`src/rtl/branch_join_n_if.sv`:
```
// Handshake bundle for branch_join_n: per-branch input streams, joined output
// stream, occupancy/watchdog status and the synchronous flush/clear controls.
interface branch_join_n_if #(
  parameter int N_BR  = 2,
  parameter int W     = 32,
  parameter int DEPTH = 4
);
  localparam int CW = $clog2(DEPTH) + 1;

  logic [N_BR-1:0]    in_valid;
  logic [N_BR-1:0]    in_ready;
  logic [N_BR*W-1:0]  in_data;
  logic               out_valid;
  logic               out_ready;
  logic [N_BR*W-1:0]  out_data;
  logic [N_BR*CW-1:0] fill;
  logic               skew_err;
  logic               clr;
  logic               err_clr;

  // Upstream/downstream/control side that drives the join.
  modport master (
    output in_valid, in_data, out_ready, clr, err_clr,
    input  in_ready, out_valid, out_data, fill, skew_err
  );

  // The join itself.
  modport slave (
    input  in_valid, in_data, out_ready, clr, err_clr,
    output in_ready, out_valid, out_data, fill, skew_err
  );
endinterface

```
`src/rtl/branch_join_n.sv`:
```
// N-branch stream join: one DEPTH-entry FIFO per branch, a joined beat of all
// heads whenever every branch holds data, plus a sticky branch-skew watchdog.
module branch_join_n #(
  parameter int N_BR     = 2,
  parameter int W        = 32,
  parameter int DEPTH    = 4,
  parameter int SKEW_MAX = 8
) (
  input  logic           clk,
  input  logic           rst_n,
  branch_join_n_if.slave bus
);
  localparam int AW  = $clog2(DEPTH);
  localparam int CW  = AW + 1;
  localparam int SCW = $clog2(SKEW_MAX + 1);

  localparam logic [CW-1:0]  FULL_CNT  = CW'(DEPTH);
  localparam logic [SCW-1:0] SKEW_LAST = SCW'(SKEW_MAX - 1);
  localparam logic [SCW-1:0] SKEW_TOP  = SCW'(SKEW_MAX);

  logic [W-1:0]    mem    [N_BR][DEPTH];
  logic [AW-1:0]   wr_ptr [N_BR];
  logic [AW-1:0]   rd_ptr [N_BR];
  logic [CW-1:0]   cnt    [N_BR];

  logic [N_BR-1:0] push;
  logic [N_BR-1:0] nonempty;
  logic            all_ne;
  logic            pop;
  logic            skewed;
  logic            skew_set;
  logic [SCW-1:0]  wd_cnt;
  logic            skew_err_q;

  // Handshake and status decode; everything here depends only on registered
  // state except push/pop, so in_ready never sees out_ready.
  always_comb begin
    // NOTE: every always_comb output gets a default before any conditional
    // assignment so no path can leave it unassigned and infer a latch.
    push          = '0;
    nonempty      = '0;
    bus.in_ready  = '0;
    bus.out_data  = '0;
    bus.fill      = '0;
    for (int i = 0; i < N_BR; i++) begin
      nonempty[i]                 = (cnt[i] != '0);
      bus.in_ready[i]             = (cnt[i] != FULL_CNT);
      push[i]                     = bus.in_valid[i] && (cnt[i] != FULL_CNT);
      bus.out_data[i*W +: W]      = mem[i][rd_ptr[i]];
      bus.fill[i*CW +: CW]        = cnt[i];
    end
    all_ne        = &nonempty;
    bus.out_valid = all_ne;
    pop           = all_ne && bus.out_ready;
    skewed        = (|nonempty) && !all_ne;
    skew_set      = skewed && (wd_cnt == SKEW_LAST);
    bus.skew_err  = skew_err_q;
  end

  // Payload storage. Flush leaves contents alone: out_data is don't-care
  // while out_valid is low, and pointers are what define the FIFO.
  always_ff @(posedge clk or negedge rst_n) begin
    // NOTE: the storage array is reset because the reset state of out_data is
    // defined as zero; a pure data RAM would normally be left unreset.
    if (!rst_n) begin
      for (int i = 0; i < N_BR; i++) begin
        for (int j = 0; j < DEPTH; j++) begin
          mem[i][j] <= '0;
        end
      end
    end else if (!bus.clr) begin
      for (int i = 0; i < N_BR; i++) begin
        if (push[i]) mem[i][wr_ptr[i]] <= bus.in_data[i*W +: W];
      end
    end
  end

  // Pointers wrap naturally at AW bits because DEPTH is a power of two.
  always_ff @(posedge clk or negedge rst_n) begin
    // NOTE: sequential state uses non-blocking assignments so every register
    // samples pre-edge values regardless of statement order.
    if (!rst_n) begin
      for (int i = 0; i < N_BR; i++) begin
        wr_ptr[i] <= '0;
        rd_ptr[i] <= '0;
        cnt[i]    <= '0;
      end
    end else if (bus.clr) begin
      for (int i = 0; i < N_BR; i++) begin
        wr_ptr[i] <= '0;
        rd_ptr[i] <= '0;
        cnt[i]    <= '0;
      end
    end else begin
      for (int i = 0; i < N_BR; i++) begin
        if (push[i]) wr_ptr[i] <= wr_ptr[i] + AW'(1);
        if (pop)     rd_ptr[i] <= rd_ptr[i] + AW'(1);
        case ({push[i], pop})
          2'b10:   cnt[i] <= cnt[i] + CW'(1);
          2'b01:   cnt[i] <= cnt[i] - CW'(1);
          default: cnt[i] <= cnt[i];
        endcase
      end
    end
  end

  // Skew watchdog: counts consecutive cycles where some but not all branches
  // hold data. The flag sets once on the SKEW_MAX-th such cycle and a set in
  // the same cycle overrides err_clr.
  always_ff @(posedge clk or negedge rst_n) begin
    if (!rst_n) begin
      wd_cnt     <= '0;
      skew_err_q <= 1'b0;
    end else if (bus.clr) begin
      wd_cnt     <= '0;
      skew_err_q <= 1'b0;
    end else begin
      if (!skewed)                wd_cnt <= '0;
      else if (wd_cnt != SKEW_TOP) wd_cnt <= wd_cnt + SCW'(1);

      if (skew_set)          skew_err_q <= 1'b1;
      else if (bus.err_clr)  skew_err_q <= 1'b0;
    end
  end
endmodule

```
`src/flat_wrapper.sv`:
```
// flat-port wrapper written by rule: the top's interface ports become plain ports
module branch_join_n_flat 
#(
  parameter int N_BR     = 2,
  parameter int W        = 32,
  parameter int DEPTH    = 4,
  parameter int SKEW_MAX = 8
)
  (clk, rst_n, bus_in_valid, bus_in_data, bus_out_ready, bus_clr, bus_err_clr, bus_in_ready, bus_out_valid, bus_out_data, bus_fill, bus_skew_err);
  branch_join_n_if #(.N_BR(N_BR), .W(W), .DEPTH(DEPTH)) bus_i ();
  input  logic clk;
  input  logic rst_n;
  input wire logic [$bits(bus_i.in_valid)-1:0] bus_in_valid;
  input wire logic [$bits(bus_i.in_data)-1:0] bus_in_data;
  input wire logic [$bits(bus_i.out_ready)-1:0] bus_out_ready;
  input wire logic [$bits(bus_i.clr)-1:0] bus_clr;
  input wire logic [$bits(bus_i.err_clr)-1:0] bus_err_clr;
  output wire logic [$bits(bus_i.in_ready)-1:0] bus_in_ready;
  output wire logic [$bits(bus_i.out_valid)-1:0] bus_out_valid;
  output wire logic [$bits(bus_i.out_data)-1:0] bus_out_data;
  output wire logic [$bits(bus_i.fill)-1:0] bus_fill;
  output wire logic [$bits(bus_i.skew_err)-1:0] bus_skew_err;
  assign bus_i.in_valid = bus_in_valid;
  assign bus_i.in_data = bus_in_data;
  assign bus_i.out_ready = bus_out_ready;
  assign bus_i.clr = bus_clr;
  assign bus_i.err_clr = bus_err_clr;
  assign bus_in_ready = bus_i.in_ready;
  assign bus_out_valid = bus_i.out_valid;
  assign bus_out_data = bus_i.out_data;
  assign bus_fill = bus_i.fill;
  assign bus_skew_err = bus_i.skew_err;
  branch_join_n #(.N_BR(N_BR), .W(W), .DEPTH(DEPTH), .SKEW_MAX(SKEW_MAX)) u_core (.clk(clk), .rst_n(rst_n), .bus(bus_i));
endmodule
```
`config.mk`:
```
export PLATFORM = sky130hd
export DESIGN_NAME = branch_join_n_flat
export DESIGN_NICKNAME = d
export VERILOG_FILES = /design/src/rtl/branch_join_n_if.sv /design/src/rtl/branch_join_n.sv /design/src/flat_wrapper.sv
export SDC_FILE = /design/constraint.sdc
export NUM_CORES = 1
export LEC_CHECK = 0
export CORE_UTILIZATION = 40
export CTS_CLUSTER_SIZE = 8
export DETAILED_ROUTE_END_ITERATION = 8
export GPL_TIMING_DRIVEN = 0
export SYNTH_ARGS = -nofsm -noshare
export SYNTH_HDL_FRONTEND = slang
export SYNTH_SLANG_ARGS = --single-unit
```
`constraint.sdc`:
```
create_clock -name clk -period 2.65 [get_ports clk]
set_clock_uncertainty 0.15 [all_clocks]
set_input_delay 0.53 -clock clk [delete_from_list [all_inputs] [get_ports clk]]
set_output_delay 0.53 -clock clk [all_outputs]
set_load 0.05 [all_outputs]
```
==> After elaboration in Yosys (flattened, before gate mapping) <==
Cells that the tools add are included.
{ "totals": {"reg_bits": 275, "in_bits": 71, "out_inout_bits": 74, "wordCells": 92} }
{ "op_classes": {"addsub": 9, "n_lt_le_gt_ge": 6, "n_eq_ne": 9, "mux": 27, "bitwise_logic": 5, "n_reduce_logical": 20} }
{ "op_table": {"columns": ["op", "n"], "rows": [
  ["$bwmux W128", 2],
  ["$mux W32", 6],
  ["$bmux W32 S2", 2],
  ["$demux W32 S2", 2],
  ["$mux W4", 5],
  ["$reduce_bool A3 Y1", 5],
  ["$ge A3 B3 Y1 const B", 4],
  ["$not A2 Y3", 4],
  ["$pmux W3 S2", 2],
  ["$ne A3 B3 Y1 const B", 3],
  ["$add A2 B1 Y2 const B", 4],
  ["$mux W2", 4],
  ["$logic_and A1 B1 Y1", 7],
  ["$add A3 B1 Y3 const B", 2],
  ["$lt A3 B1 Y1 const B", 2],
  ["$mux W6", 1],
  ["$reduce_and A2 Y1", 3],
  ["$reduce_bool A2 Y1", 3],
  ["$sub A3 B1 Y3 const B", 2],
  ["$add A4 B1 Y4 const B", 1],
  ["$eq A2 B1 Y1 const B", 2],
  ["$eq A2 B2 Y1 const B", 2],
  ["$eq A4 B3 Y1 const B", 1],
  ["$ne A4 B4 Y1 const B", 1],
  ["other kinds (4)", 6]
]} }

==> Depth between registers and ports, before layout <==
{ "logic_depth": {"depth_word": 7, "mapped_depth": 10, "depth_no_buf": 9} }

==> Least setup slack after synthesis <==
No wires, ideal clock.
{ "synth_path": {"path_type": "reg2reg", "start": "register u_core.cnt, in the netlist u_core.bus.fill[1]", "end": "register u_core.cnt, in the netlist u_core.bus.fill[5]", "setup_time_ns": 0.078, "arrival_ns": 2.899, "required_time_ns": 2.422, "slack_ns": -0.477, "stages_incl_launch_ff": 11, "path_buffers": 1, "period_less_slack_ns": 3.127, "path_cell_list": "dfrtp_1 or3_1 ha_1 nand2_1 clkbuf_1 a21oi_1 fa_1 nor3_1 a21oi_1 o22a_1 a21oi_1"} }
{ "synth_between": {"elab_chain_cells": 6, "elab_cells_between_ends": 8, "classes_between": "2 x eq/ne; 2 x mux; 4 x reduce/logical"} }
{ "synth_lines": {"columns": ["item", "line", "text"], "rows": [
  ["start: declaration", "branch_join_n.sv:24", "logic [CW-1:0] cnt [N_BR];"],
  ["start signal: indexed assignment", "branch_join_n.sv:99", "2'b10: cnt[i] <= cnt[i] + CW'(1);"],
  ["start signal: indexed assignment", "branch_join_n.sv:100", "2'b01: cnt[i] <= cnt[i] - CW'(1);"],
  ["start signal: indexed assignment", "branch_join_n.sv:101", "default: cnt[i] <= cnt[i];"],
  ["$reduce_bool A3 Y1 (*)", "branch_join_n.sv:46", "nonempty[i] = (cnt[i] != '0);"],
  ["$reduce_and A2 Y1 (*)", "branch_join_n.sv:52", "all_ne = &nonempty;"],
  ["via bus_out_valid", "flat_wrapper.sv:19", "output wire logic [$bits(bus_i.out_valid)-1:0] bus_out_valid;"],
  ["$logic_and A1 B1 Y1 (*)", "branch_join_n.sv:54", "pop = all_ne && bus.out_ready;"],
  ["$eq A2 B1 Y1 or $eq A2 B2 Y1 (tied branches)", "branch_join_n.sv:98", "case ({push[i], pop})"],
  ["$pmux W3 S2", "branch_join_n.sv:98", null],
  ["$mux W6", "branch_join_n.sv:88", "end else if (bus.clr) begin"]
]} }
The timed path passes the listed nets; every way through them passes the cells marked *.
A chain may end at the register's enable or synchronous reset.

==> Worst setup path in the final report <==
{ "layout_path": {"start": "register u_core.rd_ptr[0] in the netlist's numbering", "end": "output port bus_out_data[54]"} }
{ "layout_between": {"elab_chain_cells": 4} }
{ "layout_lines": {"columns": ["item", "line", "text"], "rows": [
  ["start: declaration", "branch_join_n.sv:23", "logic [AW-1:0] rd_ptr [N_BR];"],
  ["start signal: indexed assignment", "branch_join_n.sv:97", "if (pop) rd_ptr[i] <= rd_ptr[i] + AW'(1);"],
  ["$not A2 Y3 (implied by the code)", "branch_join_n.sv:49", "bus.out_data[i*W +: W] = mem[i][rd_ptr[i]];"],
  ["$bmux W32 S2", "branch_join_n.sv:49", null],
  ["$mux W32 (implied by the code) (2 in series)", "branch_join_n.sv:49", null],
  ["end: declaration", "flat_wrapper.sv:20", "output wire logic [$bits(bus_i.out_data)-1:0] bus_out_data;"]
]} }
Every way passes these cells. The select of a mux whose other input is x is not followed.

==> run_results.csv <==
group,metric,value,unit
die,die_h,182,um
sta,finalHoldViolCount,0,
logic_synthesis,synth_top_family_by_area,"multiplexers",
run_status,status,"completed",
sta,fin_setup_tns,0,ns
worst_setup_path,path_cells,"buf_6, buf_12, mux4_2, buf_6",
final_layout,n_fill_cell,2669,
logic_synthesis,synth_area_leaders,"dfrtp_1 (53%), mux2_4 (14%), mux2_2 (11%)",
logic_synthesis,synth.top_cell.area_share,53.0,%
logic_synthesis,yosysWarnings,0,
detailed_routing,finalWirelength,26900,um
grt,grt_first_pass_wirelength,44200,um
sta,slew_headroom,44.9,%
sta,tightest_slew,0.826,ns
clock_network,root_buffer,"clkbuf_16",
clock_network,htreeDepth,2,
logic_synthesis,ys_seq_area_share,53.0,%
clock_network,cts_buffer_depth,3,
final_layout,multi_input_area,5630,um^2
worst_setup_path,timing.rr.start,"u_core.bus.fill[1]$_DFFE_PN0P_",
worst_setup_path,cp_max_fo,5,
logic_synthesis,synth_simple_gate_area_share,3.22,%
final_layout,final_common_cell,"dfrtp_1",
sta,post-route-period-util,99.1,%
detailed_routing,dr.pass1.iters,6,
grt,grt_overflow,0,
power,power.density,1020,nW/um^2
worst_hold_path,hold_class,"in2reg",
die,coreArea,31700,um^2
detailed_routing,drc_errors,0,
run,maxCapViolations,0,
worst_setup_path,path_class,"reg2out",
power,power.leakage,7.42,nW
logic_synthesis,synthMuxAreaShare,36.9,%
worst_setup_path,critPathMaxStageDelay,0.54,ns
worst_setup_path,cp-startpoint,"u_core.rd_ptr[0]$_DFFE_PN0P_",
worst_setup_path,r2r_setup_slack,0.13,ns
sta,slew_viol_final,0,
grt,grt_max_degree,103,
sta,grt_setup_unrepaired,"yes",
grt,first_global_vias,7803,
worst_setup_path,cpMaxStageDelayCell,"mux4_2",
logic_synthesis,synth_area_per_cell,17.1,um^2
clock_network,cts_tree,"yes",
worst_setup_path,worstRegToRegCells,10,
placed_design,finalWeightedCongestion,0.726,
logic_synthesis,synth_edf_count,0,
sta,fmax,381,MHz
detailed_routing,wl_per_cell,19.7,um
sta,min_period,2.63,ns
logic_synthesis,synth-xor-area-share,0.810,%
die,io_pins,145,
logic_synthesis,synth_compound_area_share,0.877,%
logic_synthesis,ys_ff_latch,275,
clock_network,clk_pin_slew,0.05,ns
placed_design,dp_hpwl,16800,um
die,start_util,40.9,%
final_layout,area.sequential,6890,um^2
logic_synthesis,synthesis.area,13000,um^2
grt,antenna_found_initial,1,
logic_synthesis,synth_area_leader_cell,"dfrtp_1",
final_layout,most-common-layout-cells,"dfrtp_1 (266), mux2_2 (130), mux2_4 (120)",
die,die_area,33200,um^2
clock_network,cts_sinks,275,
die,chipWidth,182,um
worst_setup_path,cpMostUsedCell,"buf_6",
die,core.rowCount,65,
detailed_routing,antenna_left,0,
sta,holdWs,0.284,ns
placed_design,io_buffers,142,
final_layout,drive_gt1_share,52.2,%
final_layout,nets,1036,
sta,setup_viol,0,
grt,gr-usage-all-layers,17.0,%
logic_synthesis,ys.flop_type,"dfrtp_1",
worst_setup_path,r2r_end,"u_core.bus.fill[5]$_DFFE_PN0P_",
detailed_routing,num_vias,6956,
worst_setup_path,worstSetupEndpoint,"bus_out_data[54]",
logic_synthesis,yosys.area_share.adder,1.37,%
logic_synthesis,ys_async_sr_fraction,100,%
worst_setup_path,worst_setup_path_start_kind,"flip-flop",
power,ir_worst_vdd,0.527,mV
logic_synthesis,synthCells,758,
final_layout,syn2layout_area_growth,24.5,%
clock_network,cts_buffers,40,
worst_setup_path,crit_path_end_kind,"output port",
worst_setup_path,crit_arrival,1.95,ns
logic_synthesis,yosysUniqueCellTypes,40,
logic_synthesis,synthesis.nets,842,
detailed_routing,vias_per_cell,5.11,
clock_network,insertion_delay,0.52,ns
detailed_routing,initialDrtViolationCount,207,
worst_setup_path,required,1.97,ns
power by group:
group	switching (mW)	internal [mW]
combinational	2.69	2.91
clock	1.76	2.77
sequential	0.753	5.68
total	5.20	11.4
how the worst min path moves through the flow:
stage | start | to | cells after the start
final | bus_in_valid[1] | u_core.wr_ptr[1]$_DFFE_PN0P_ | 3
after global routing | bus_in_valid[1] | u_core.wr_ptr[1]$_DFFE_PN0P_ | 3
after CTS | bus_in_valid[1] | u_core.wr_ptr[1]$_DFFE_PN0P_ | 3
after detailed placement | u_core.mem[253]$_DFFE_PN0P_ | u_core.mem[253]$_DFFE_PN0P_ | 1
after global placement | u_core.mem[253]$_DFFE_PN0P_ | u_core.mem[253]$_DFFE_PN0P_ | 1
after floorplan | rst_n | u_core.bus.fill[0]$_DFFE_PN0P_ | 0
state kept, by name, indices dropped and copies added, names as in the netlist:
name and flops:
u_core.rd_ptr 4, u_core.bus.skew_err 1, u_core.bus.fill 6, u_core.wr_ptr 4, u_core.wd_cnt 4, u_core.mem 256
area by class of cell:
class | count | share of cell area, %
multi-input cells | 428 | 34.8
repair buffers | 156 | 9.05
plain buffers | 44 | 3.54
inverters | 7 | 0.163
clock inverters | 2 | 0.108
well taps | 402 | 3.11
diodes | 1 | 0.0155
flip-flops and latches | 275 | 42.6
clock buffers | 47 | 6.55
worst max-delay path, delay by kind of cell (launching register included):
kind | cells | cell delay, ns
muxes | 1 | 0.54
buffers and inverters | 3 | 0.46
DFF | 1 | 0.43
synth_stat cells, types with 2 or more instances:
cell type	count
dfrtp_1	275
mux2_2	130
mux2_4	120
mux4_2	64
clkbuf_1	16
buf_12	12
buf_6	12
nand2_1	12
a21oi_1	11
ha_1	11
nor2_1	11
xnor2_1	9
buf_2	7
inv_1	7
mux2_1	6
nor2b_1	6
nand3_1	5
nand2_4	4
nand2_8	4
nand2b_1	4
o21ai_0	4
nor3_1	3
xor2_1	3
and3_1	2
and3b_4	2
fa_1	2
or3_1	2
or3b_1	2
repair_timing:
| action | 4_1_cts | 5_1_grt |
|---|---|---|
| hold buffers | 1 | 0 |
| setup endpoints to repair | 67 | 38 |
| hold endpoints to repair | 82 | 0 |
| gates resized for setup | 408 | 17 |
| buffers inserted | 7 | 3 |
| cloned | 0 | 1 |
cell families (layout without fill, tap and decap cells):
logic type / after synthesis / after routing
buf+inv: 55 / 256
simple gates: 62 / 62
xor+xnor: 12 / 12
flops: 275 / 275
mux: 321 / 321
compound gates: 20 / 20
other cells: 0 / 1
fa+ha+maj: 13 / 13
metrics by stage:
step	worst slack (ns)	area, um^2	power (mW)	utilization (%)	cells
6_report	0.0240	16200	16.6	51.0	1362
4_1_cts	-0.201	16100	16.7	50.7	1357
2_1_floorplan	0.0251	13000	10.6	-	758
5_1_grt	-0.0315	16200	17.4	50.9	1361
3_5_place_dp	-0.621	15000	12.2	47.3	1304
3_3_place_gp	-12.64	14900	12.1	47.1	1302
layer usage:
layer | routed length, um | up-vias | global-route usage, %
li1 | - | 3156 | -
met1 | 12000 | 3603 | 22.5
met2 | 12800 | 149 | 27.9
met3 | 1500 | 48 | 4.17
met4 | 559 | 0 | 4.61
met5 | 0 | - | 0
Power figures use the tool's default switching activity.
==> edit: new RTL, config.mk and constraints unchanged <==
Reset style: synchronous (`rst_n`), changed in 3 clocked blocks.
--- a/src/rtl/branch_join_n.sv
+++ b/src/rtl/branch_join_n.sv
@@ -61,3 +61,3 @@
   // while out_valid is low, and pointers are what define the FIFO.
-  always_ff @(posedge clk or negedge rst_n) begin
+  always_ff @(posedge clk) begin
     // NOTE: the storage array is reset because the reset state of out_data is
@@ -78,3 +78,3 @@
   // Pointers wrap naturally at AW bits because DEPTH is a power of two.
-  always_ff @(posedge clk or negedge rst_n) begin
+  always_ff @(posedge clk) begin
     // NOTE: sequential state uses non-blocking assignments so every register
@@ -109,3 +109,3 @@
   // the same cycle overrides err_clr.
-  always_ff @(posedge clk or negedge rst_n) begin
+  always_ff @(posedge clk) begin
     if (!rst_n) begin
Check against the original RTL: differs if rst_n is asserted again (counterexample within 4 cycles, from zero or initial values and one cycle with rst_n low); with rst_n held inactive, the same outputs for 4 cycles.
==> edit against the original RTL <==
The flow now finishes with violations (negative setup slack); sequential cell count unchanged; core utilization rose by 1.3 points; sequential share of layout area is 9.9 points higher; synthesized area is 5.5% lower; count of clock-buffer cells in the layout shrank 5; maximum frequency down 7.4%; design area shrank 3.4%; worst setup slack got worse by 0.21 ns; wire length shrank 0.45%; highest routed layer unchanged.
Power is not compared: it rests on default switching activity, and its combinational part moved more than twofold at a synthesized area within 25%.
==> edit: results (changes against the original RTL) <==
[status]
status=complete, but fails checks
violations=negative setup slack

[place]
hpwl_um=16390  ; -2.7%
dpl-instance-area_um2=14280  ; -4.8%
numPortBuffers=144  ; +1.4%
gp_congestion=0.7090  ; -2.4%
pre_cts_slack_ns=-0.7296  ; -0.1081 ns

[drt]
drt_first_iter_violations=375  ; +81%
vias=6574  ; -5.5%
wire_per_inst_um=20.10  ; +1.9%

[global_route]
use_met1_pct=23.24  ; +0.79 points
grt_pass1_vias=7123  ; -8.7%
grt_pass1_wl_um=41120  ; -7.1%
antenna_found_initial=0  ; -1
gr-usage-met3_pct=3.050  ; -1.1 points

[synthesis]
synth.distinct_cells=32  ; -20%
ys_top_cells_by_count=edfxtp_1 (270), and2_1 (256), mux4_2 (64), ha_1 (17)
ys_seq_area_share_pct=66.94  ; +14 points
synth_edf_count=270  ; +270
yosys-top-cells-area=edfxtp_1 (66%), and2_1 (13%), mux4_2 (12%), ha_1 (1.7%), buf_6 (1.2%)

[critical_path]
arrival_ns=2.80  ; +0.85 ns
cp_max_fo=32  ; +27

[timing]
setup_viol=96  ; +96
tightestPinTransition_ns=1.010  ; +0.1836 ns
fin_ws_ns=-0.1853  ; -0.2093 ns

[die]
dieArea_um2=31360  ; -5.5%

[clock_network]
clock_latency_ns=0.50  ; -0.02 ns

[final_layout]
nFillCells=2429  ; -9.0%
seqCellArea_um2=8208  ; +19%
antenna_cells=0  ; -1

==> edit: cell types whose count changed after synthesis, sizes merged, moves of 6 or more <==
cell	before	now
a21oi	11	4
and2	1	256
and3	2	8
dfrtp	275	0
edfxtp	0	270
ha	11	17
mux2	256	0
nand2	20	12
nand2b	4	11
==> edit: final timing paths <==
kind | slack (ns) | startpoint | to | cells past startpoint
setup reg to reg | 0.11 | u_core.cnt[0][1] | u_core.mem[0][47] | 4
hold / removal | 0.33 | u_core.bus.skew_err | u_core.bus.skew_err | 2
setup / recovery | -0.19 | rst_n | u_core.mem[0][47] | 5
hold reg to reg | 0.33 | u_core.bus.skew_err | u_core.bus.skew_err | 2
==> edit: cell families after synthesis <==
group | share of synthesized area, %
xor gates and xnor gates | 0.5715
and+or+nand+nor | 15.64
adders and majority gates | 1.898
buffers and inverters | 2.684
AOI/OAI and AO/OA | 0.4286
DFF | 66.94
muxes | 11.84
==> edit: timing repair <==
item / CTS / global route
setup buffers: 6 / 2
endpoints found under the setup margin: 195 / 176
hold buffers: 0 / 0
cloned: 1 / 3
resized for setup: 391 / 90
==> edit: where the power goes <==
part / leakage [nW] / switching, mW / internal, mW / total, mW
clock: 0.511 / 1.71 / 2.66 / 4.37
combinational: 2.48 / 1.23 / 0.834 / 2.06
sequential: 2.85 / 0.0855 / 5.04 / 5.13
total: 5.84 / 3.02 / 8.54 / 11.6
==> edit: per-layer routing <==
layer	vias up	routed length (um)	part of all wire [%]
li1	3093	-	-
met1	3292	11430	43
met2	148	13550	51
met3	41	1260	4.7
met4	0	500	1.9
met5	-	0	0
==> edit: area by class of cell <==
class                   instances  share of cell area [%]
clock inverters                 3                  0.1924
plain buffers                  41                   2.662
repair buffers                155                   10.18
well taps                     390                   3.127
clock buffers                  42                   6.462
flip-flops and latches        275                   52.59
inverters                      12                  0.3047
multi-input cells             412                   24.48
==> edit: critical path, cell delays in order <==
cell             delay (ns)
clkdlybuf4s50_1        0.50
buf_2                  0.36
and3b_2                0.31
and3_4                 0.27
nand2b_2               0.81
